**src/rtl/polinomio_pkg.sv**
```systemverilog
// polinomio_pkg: shared widths, default watchdog limit and sequencer state encoding
package polinomio_pkg;
   localparam int X_W         = 8;
   localparam int D_W         = 16;
   localparam int TIMEOUT_DEF = 15;
   typedef enum logic [1:0] {IDLE = 2'd0, START = 2'd1, WAIT_DONE = 2'd2} estado_t;
endpackage

```
**src/rtl/fifo_sincrono.sv**
```systemverilog
// fifo_sincrono: power-of-two synchronous FIFO with occupancy count
module fifo_sincrono #(
   parameter int DEPTH  = 4,
   parameter int ADDR_W = 2,
   parameter int W      = 8
) (
   input  logic              clock,
   input  logic              reset_n,
   input  logic              push,
   input  logic              pop,
   input  logic [W-1:0]      din,
   output logic [W-1:0]      dout,
   output logic              full,
   output logic              empty,
   output logic [ADDR_W:0]   fill
);
   logic [W-1:0]      mem_q [DEPTH];
   logic [ADDR_W-1:0] wr_q, wr_d, rd_q, rd_d;
   logic [ADDR_W:0]   fill_q, fill_d;
   always_comb begin
      wr_d   = wr_q + ADDR_W'(push);
      rd_d   = rd_q + ADDR_W'(pop);
      fill_d = fill_q + (ADDR_W+1)'(push) - (ADDR_W+1)'(pop);
   end
   always_ff @(posedge clock or negedge reset_n)
      if (!reset_n) begin
         wr_q   <= '0;
         rd_q   <= '0;
         fill_q <= '0;
      end else begin
         wr_q   <= wr_d;
         rd_q   <= rd_d;
         fill_q <= fill_d;
      end
   always_ff @(posedge clock)
      if (push) mem_q[wr_q] <= din;
   assign dout  = mem_q[rd_q];
   assign full  = fill_q == (ADDR_W+1)'(DEPTH);
   assign empty = fill_q == '0;
   assign fill  = fill_q;
endmodule

```
**src/rtl/sequenciador_polinomio.sv**
```systemverilog
// sequenciador_polinomio: feeds buffered x samples to the polynomial unit one at a time
// and returns each result on a valid/ready stream, with a sticky done watchdog.
module sequenciador_polinomio
   import polinomio_pkg::*;
#(
   parameter int DEPTH   = 4,
   parameter int ADDR_W  = 2,
   parameter int TIMEOUT = TIMEOUT_DEF
) (
   input  logic              clock,
   input  logic              reset_n,
   input  logic              coef_load,
   input  logic [D_W-1:0]    coef_a,
   input  logic [D_W-1:0]    coef_b,
   input  logic [D_W-1:0]    coef_c,
   input  logic              x_valid,
   output logic              x_ready,
   input  logic [X_W-1:0]    x_data,
   output logic              y_valid,
   input  logic              y_ready,
   output logic [D_W-1:0]    y_data,
   output logic              enable,
   output logic [X_W-1:0]    valor_x,
   output logic [D_W-1:0]    valor_a,
   output logic [D_W-1:0]    valor_b,
   output logic [D_W-1:0]    valor_c,
   input  logic              unit_ready,
   input  logic              unit_done,
   input  logic [D_W-1:0]    resultado,
   output logic [ADDR_W:0]   fill,
   output logic              timeout_err
);
   localparam int WD_W = $clog2(TIMEOUT + 1);
   estado_t         st_q, st_d;
   logic [X_W-1:0]  vx_q, vx_d, head;
   logic [D_W-1:0]  a_q, a_d, b_q, b_d, c_q, c_d, yd_q, yd_d;
   logic            yv_q, yv_d, err_q, err_d, pop, full, empty;
   logic [WD_W-1:0] wd_q, wd_d;
   fifo_sincrono #(.DEPTH(DEPTH), .ADDR_W(ADDR_W), .W(X_W)) u_fifo (
      .clock   (clock),
      .reset_n (reset_n),
      .push    (x_valid && !full),
      .pop     (pop),
      .din     (x_data),
      .dout    (head),
      .full    (full),
      .empty   (empty),
      .fill    (fill)
   );
   always_comb begin
      st_d  = st_q;
      vx_d  = vx_q;
      a_d   = a_q;
      b_d   = b_q;
      c_d   = c_q;
      yv_d  = yv_q && !y_ready;
      yd_d  = yd_q;
      wd_d  = wd_q;
      err_d = err_q;
      pop   = 1'b0;
      if (st_q == IDLE) begin
         if (coef_load) begin
            a_d = coef_a;
            b_d = coef_b;
            c_d = coef_c;
         end
         if (!empty && unit_ready && !yv_q) begin
            st_d = START;
            vx_d = head;
         end
      end else if (st_q == START) begin
         st_d = WAIT_DONE;
         wd_d = '0;
      end else if (st_q == WAIT_DONE) begin
         wd_d = wd_q + 1'b1;
         // the sample leaves the FIFO only once its evaluation is finished or abandoned
         if (unit_done) begin
            yd_d = resultado;
            yv_d = 1'b1;
            pop  = 1'b1;
            st_d = IDLE;
         end else if (wd_q == WD_W'(TIMEOUT - 1)) begin
            err_d = 1'b1;
            pop   = 1'b1;
            st_d  = IDLE;
         end
      end else begin
         st_d = IDLE;
      end
   end
   always_ff @(posedge clock or negedge reset_n)
      if (!reset_n) begin
         st_q  <= IDLE;
         vx_q  <= '0;
         a_q   <= '0;
         b_q   <= '0;
         c_q   <= '0;
         yv_q  <= 1'b0;
         yd_q  <= '0;
         wd_q  <= '0;
         err_q <= 1'b0;
      end else begin
         st_q  <= st_d;
         vx_q  <= vx_d;
         a_q   <= a_d;
         b_q   <= b_d;
         c_q   <= c_d;
         yv_q  <= yv_d;
         yd_q  <= yd_d;
         wd_q  <= wd_d;
         err_q <= err_d;
      end
   assign x_ready     = !full;
   assign enable      = st_q == START;
   assign valor_x     = vx_q;
   assign valor_a     = a_q;
   assign valor_b     = b_q;
   assign valor_c     = c_q;
   assign y_valid     = yv_q;
   assign y_data      = yd_q;
   assign timeout_err = err_q;
endmodule

```
**config.mk**
```make
export PLATFORM = sky130hd
export DESIGN_NAME = sequenciador_polinomio
export DESIGN_NICKNAME = d
export VERILOG_FILES = /design/src/rtl/polinomio_pkg.sv /design/src/rtl/fifo_sincrono.sv /design/src/rtl/sequenciador_polinomio.sv
export SDC_FILE = /design/constraint.sdc
export NUM_CORES = 1
export LEC_CHECK = 0
export CAP_MARGIN = 10
export CORE_MARGIN = 2
export CORE_UTILIZATION = 47
export CTS_BUF_LIST = sky130_fd_sc_hd__clkbuf_8
export CTS_CLUSTER_SIZE = 30
export DETAILED_ROUTE_END_ITERATION = 8
export PLACE_DENSITY_LB_ADDON = 0.1
export SLEW_MARGIN = 10
export SYNTH_ARGS = -nofsm -noshare
export SYNTH_HDL_FRONTEND = slang
export SYNTH_SLANG_ARGS = --single-unit
```
**constraint.sdc**
```tcl
create_clock -name clock -period 3.1 [get_ports clock]
set_input_delay 0.62 -clock clock [delete_from_list [all_inputs] [get_ports clock]]
set_output_delay 0.62 -clock clock [all_outputs]
set_load 0.05 [all_outputs]
```
==> flow_summary.toml <==
[outcome]
status = "completed"

[logic_synthesis]
yosysSeqAreaShare_pct = 67.5
synthTopCellsByArea = "dfrtp_1 (47%), edfxtp_1 (21%), mux2_2 (16%)"
synth.avg_cell_area_um2 = 17.1
synthArstFlopShare_pct = 73.1
synth_area_leader_cell = "dfrtp_1"
synth_seq_cells = 119
syn_inst = 271
ys.flop_type = "dfrtp_1"
syn-num-nets = 358
synth.distinct_cells = 34
yosys.cell_count.top_type = "dfrtp_1"
synth_top_area_share_pct = 46.9
ys_top_cells_by_count = "dfrtp_1 (87), mux2_2 (64), edfxtp_1 (32)"
synth-edff-count = 32
ys.warnings.count = 0
syn-cell-area_um2 = 4650

[cts]
post_cts.repair.setup_buffers = 0
clock_path_buffers = 2
htree_levels = 4
cts_root_buf = "clkbuf_8"
cts_made_buffers = 17
cts-resized-gates = 0
cts_hold_buf = 0
cts_tree = "built"
cts.sinks = 119
path_clk_slew_ps = 70
clock_latency_ps = 410

[worst_setup_path]
ff2ff_setup_slack_ps = 740
arrival_ps = 2240
worstSetupPathType = "register to output port"
path_max_fanout = 9
cp.required_ps = 2480
cp-start-kind = "register"
worstSetupEndpointType = "output port"

[timing]
worst_pin_slew_ps = 593
fin_skew_ps = 8.49
finalSetupTns_ps = 0
min_period_ps = 2860
finalCritPeriodShare_pct = 92.1
max_slew_margin_pct = 60.5
hold_viol_final = 0
finalSetupViolCount = 0
fin_hold_ws_ps = 162
max_freq_ghz = 0.350
drv_slew = 0
rsz0062_at_grt = "no"

[final_layout]
nets = 533
drive_gt1_share_pct = 25.7
fin_cells = 592
antenna_cells = 0
post-route-util_pct = 71.0
area_growth_pct = 48.0

[detailed_routing]
vias = 2866
firstDrtPassIters = 5
via_per_inst = 4.84
drt-total-wl_mm = 9.71
drtIter0Drc = 82
ant_nets = 0
avgRoutedWirePerCell_um = 16.4
drc = 0

[power]
swShare_pct = 42.2
combPwrFrac_pct = 50.5
p_int_uw = 4920
clock_power_share_pct = 18.5
peakVddDrop_mv = 0.660
power.share.sequential_pct = 31.0
p_leak_uw = 0.00280
p_per_area_nw_per_um2 = 1240
switching_power_uw = 3580

[placement]
hpwlAfterDp_mm = 6.80
portBuffers = 157
gp_congestion = 0.730
numPlacedInstances = 559

[global_route]
antenna_found_initial = 0
grt_max_degree = 88
grt-ovfl-total = 0
grt_pass1_wl_mm = 14.9
grt_usage_pct = 18.8
grt_pass1_vias = 2895

[die]
initial_core_util_pct = 48.0
dieWidth_um = 103
die_h_um = 103
row_count = 36
die-area_um2 = 10700
io_pins = 158
coreArea_um2 = 9680

[job]
max_cap_violations = 0

[min_path]
hold_path_class = "primary input to async pin"
per-stage QoR:
step                      setup slack, ps  total power (µW)  area [µm²]
after global placement                389              6910        6400
after global routing                  133              8940        6880
after detailed placement              365              6990        6400
after floorplan                       634              5520        4650
final                                 244              8500        6880
after CTS                             224              8600        6850
registers in the layout (all words and copies together), names as in the netlist:
signal / count
u_fifo.rd_q: 2
wd_q: 4
u_fifo.wr_q: 2
valor_c: 16
timeout_err: 1
valor_a: 16
u_fifo.fill: 3
y_valid: 1
st_q: 2
y_data: 16
valor_b: 16
u_fifo.mem_q: 32
valor_x: 8
critical path, cell delays in order (launching register included):
cell,delay [ps]
dfrtp_1,390
inv_1,110
ha_1,400
clkdlybuf4s50_1,910
area by class of cell:
type                    count  area (µm²)
flip-flops and latches    119        3140
fillers                   685        2810
repair buffers            165        1660
multi-input cells         136        1430
clock buffers              18         248
clock inverters            14         205
well taps                 133         166
inverters                   7        26.3
placed cells by master, fill, tap and decap left out, types with 5 or more instances in the layout:
| master | synthesis | layout |
|---|---|---|
| clkdlybuf4s50_1 | 0 | 156 |
| dfrtp_1 | 87 | 87 |
| mux2_2 | 64 | 64 |
| edfxtp_1 | 32 | 32 |
| clkbuf_8 | 0 | 18 |
| mux2_1 | 9 | 9 |
| mux4_2 | 8 | 8 |
| inv_1 | 7 | 7 |
| nand2_1 | 8 | 7 |
| ha_1 | 7 | 7 |
| buf_4 | 2 | 7 |
| nor2_1 | 6 | 6 |
| bufinv_16 | 0 | 5 |
final timing paths:
kind,from,endpoint,cells after the start
setup / recovery,st_q[1],enable,3
hold / removal,reset_n,valor_a[3],1
setup reg to reg,st_q[1],u_fifo.fill[2],9
hold reg to reg,timeout_err,timeout_err,1
max in group asynchronous,reset_n,valor_x[2],2
min in group clock,timeout_err,timeout_err,1
cells by family (layout without fill, tap and decap cells):
family                     after synthesis  count (layout)  share of synthesized area, %
and+or+nand+nor                         27              27                          3.42
xor gates and xnor gates                 6               6                          1.13
AOI/OAI and AO/OA                       13              13                          1.78
DFF                                    119             119                          67.5
adders and majority gates                8               8                          2.32
muxes                                   82              82                          21.8
buffers and inverters                   16             204                          2.02
power groups by stage:
stage	clock network (µW)	registers, µW	logic [µW]
2_1_floorplan	0	4370	1150
3_3_place_gp	0	2640	4270
3_5_place_dp	0	2670	4320
4_1_cts	1610	2650	4330
5_1_grt	1690	2730	4520
6_report	1570	2640	4290
layer usage:
metal / global-route usage (%) / wire length [µm]
met5: 0 / 0
met3: 5.71 / 686
met4: 6.38 / 72
met1: 24.2 / 4030
met2: 30.5 / 4920
No activity file was read; power rests on OpenSTA's default activity.
==> edit, RTL diff (config.mk and constraints unchanged) <==
Reset style: synchronous (`reset_n`), changed in 2 clocked blocks.
--- a/src/rtl/fifo_sincrono.sv
+++ b/src/rtl/fifo_sincrono.sv
@@ -22,7 +22,7 @@
       rd_d   = rd_q + ADDR_W'(pop);
       fill_d = fill_q + (ADDR_W+1)'(push) - (ADDR_W+1)'(pop);
    end
-   always_ff @(posedge clock or negedge reset_n)
+   always_ff @(posedge clock)
       if (!reset_n) begin
          wr_q   <= '0;
          rd_q   <= '0;
--- a/src/rtl/sequenciador_polinomio.sv
+++ b/src/rtl/sequenciador_polinomio.sv
@@ -88,7 +88,7 @@
          st_d = IDLE;
       end
    end
-   always_ff @(posedge clock or negedge reset_n)
+   always_ff @(posedge clock)
       if (!reset_n) begin
          st_q  <= IDLE;
          vx_q  <= '0;
Formal check against the unedited RTL: differs if reset_n is asserted again (counterexample within 4 cycles, from zero or initial values and one cycle with reset_n low); with reset_n held inactive, the same outputs for 4 cycles.
==> edit against the original RTL <==
- cell area fell by 1.5%
- count of clock-buffer cells in the layout is 1 higher
- worst setup slack improved by 110 ps
- sequential cell count is the same
- synthesized cell count is 62% higher
- synthesized area is 1.0% lower
- fmax up 4.0%
- routed wire length rose by 10%
- critical path depth rose by 8
Power is not compared: it rests on default switching activity, and its combinational part moved more than twofold at a synthesized area within 25%.
==> edit: results <==
metrics = {
    "status": {
        "status": "complete, no violations",
    },
    "critical_path": {
        "r2r_slack_ps": 350,
        "crit_start": "st_q[1]$_SDFFE_PN0P_",
        "cp_max_fo": 8,
        "critPathMaxStageDelay_ps": 390,
        "critPathArrivalTime_ps": 3070,
        "path_delay_family": "simple AND/OR/NAND/NOR gates",
    },
    "timing": {
        "worst_pin_slew_ps": 647,
        "skew_ps": 12.3,
    },
    "logic_synthesis": {
        "synth_xor_area_share_pct": 0.952,
        "synth_ff_type": "dfxtp_1",
        "synth_fa_ha_area_share_pct": 2.34,
        "avgSynthCellArea_um2": 10.5,
        "synth.area.mux_share_pct": 4.35,
        "synth.distinct_cells": 38,
        "yosysSeqAreaShare_pct": 58.8,
        "syn_nets": 526,
    },
    "final_layout": {
        "sh_seq_area_pct": 39.9,
        "fin_cells": 744,
        "final_layout_size_suffix_gt1_share_pct": 8.51,
        "fillers": 769,
        "clockBufferCount": 19,
        "clock_area_share_pct": 7.19,
        "nMultiInputCombCells": 287,
        "buf_share_pct": 24.1,
    },
    "routing": {
        "drtIter0Drc": 64,
        "vias": 3593,
        "routed_wl_um": 10700,
    },
    "global_route": {
        "grt.total_usage_pct": 19.9,
        "first_global_vias": 3295,
        "grt_max_degree": 49,
    },
    "placed_design": {
        "placed_area_um2": 6290,
    },
    "worst_hold_path": {
        "hp-class": "register to register",
    },
}
==> edit: changes by cell type in the layout (fill, tap and decap cells not counted), moves of 3 or more <==
cell	delta
a21boi_0	+65
mux2_1	-9
dfxtp_1	+87
mux2_2	-64
and2_1	+10
o2bb2ai_1	+8
nor2b_1	+3
nor2_1	-3
dfrtp_1	-87
nand2_1	+140
==> edit: stage by stage <==
step	hold WS [ps]	util [%]	setup WS [ps]	total power (uW)
after floorplan	453	-	407	2880
after global placement	450	65.2	261	3370
after detailed placement	456	65.2	166	3400
after CTS	465	70.3	339	5100
after global routing	482	70.3	142	5270
final	462	70.3	353	5040
==> edit: per-layer routing <==
layer	up-vias	share of wire, %	GRT usage (%)
li1	1801	-	-
met1	1651	42	23.2
met2	129	49	34.6
met3	12	7.3	5.90
met4	0	1.3	7.59
met5	-	0	0
==> edit: tightest hold or removal path: stages (launching register included) <==
cell and delay [ps]:
dfxtp_1 310, nand2_1 40, a21boi_0 60
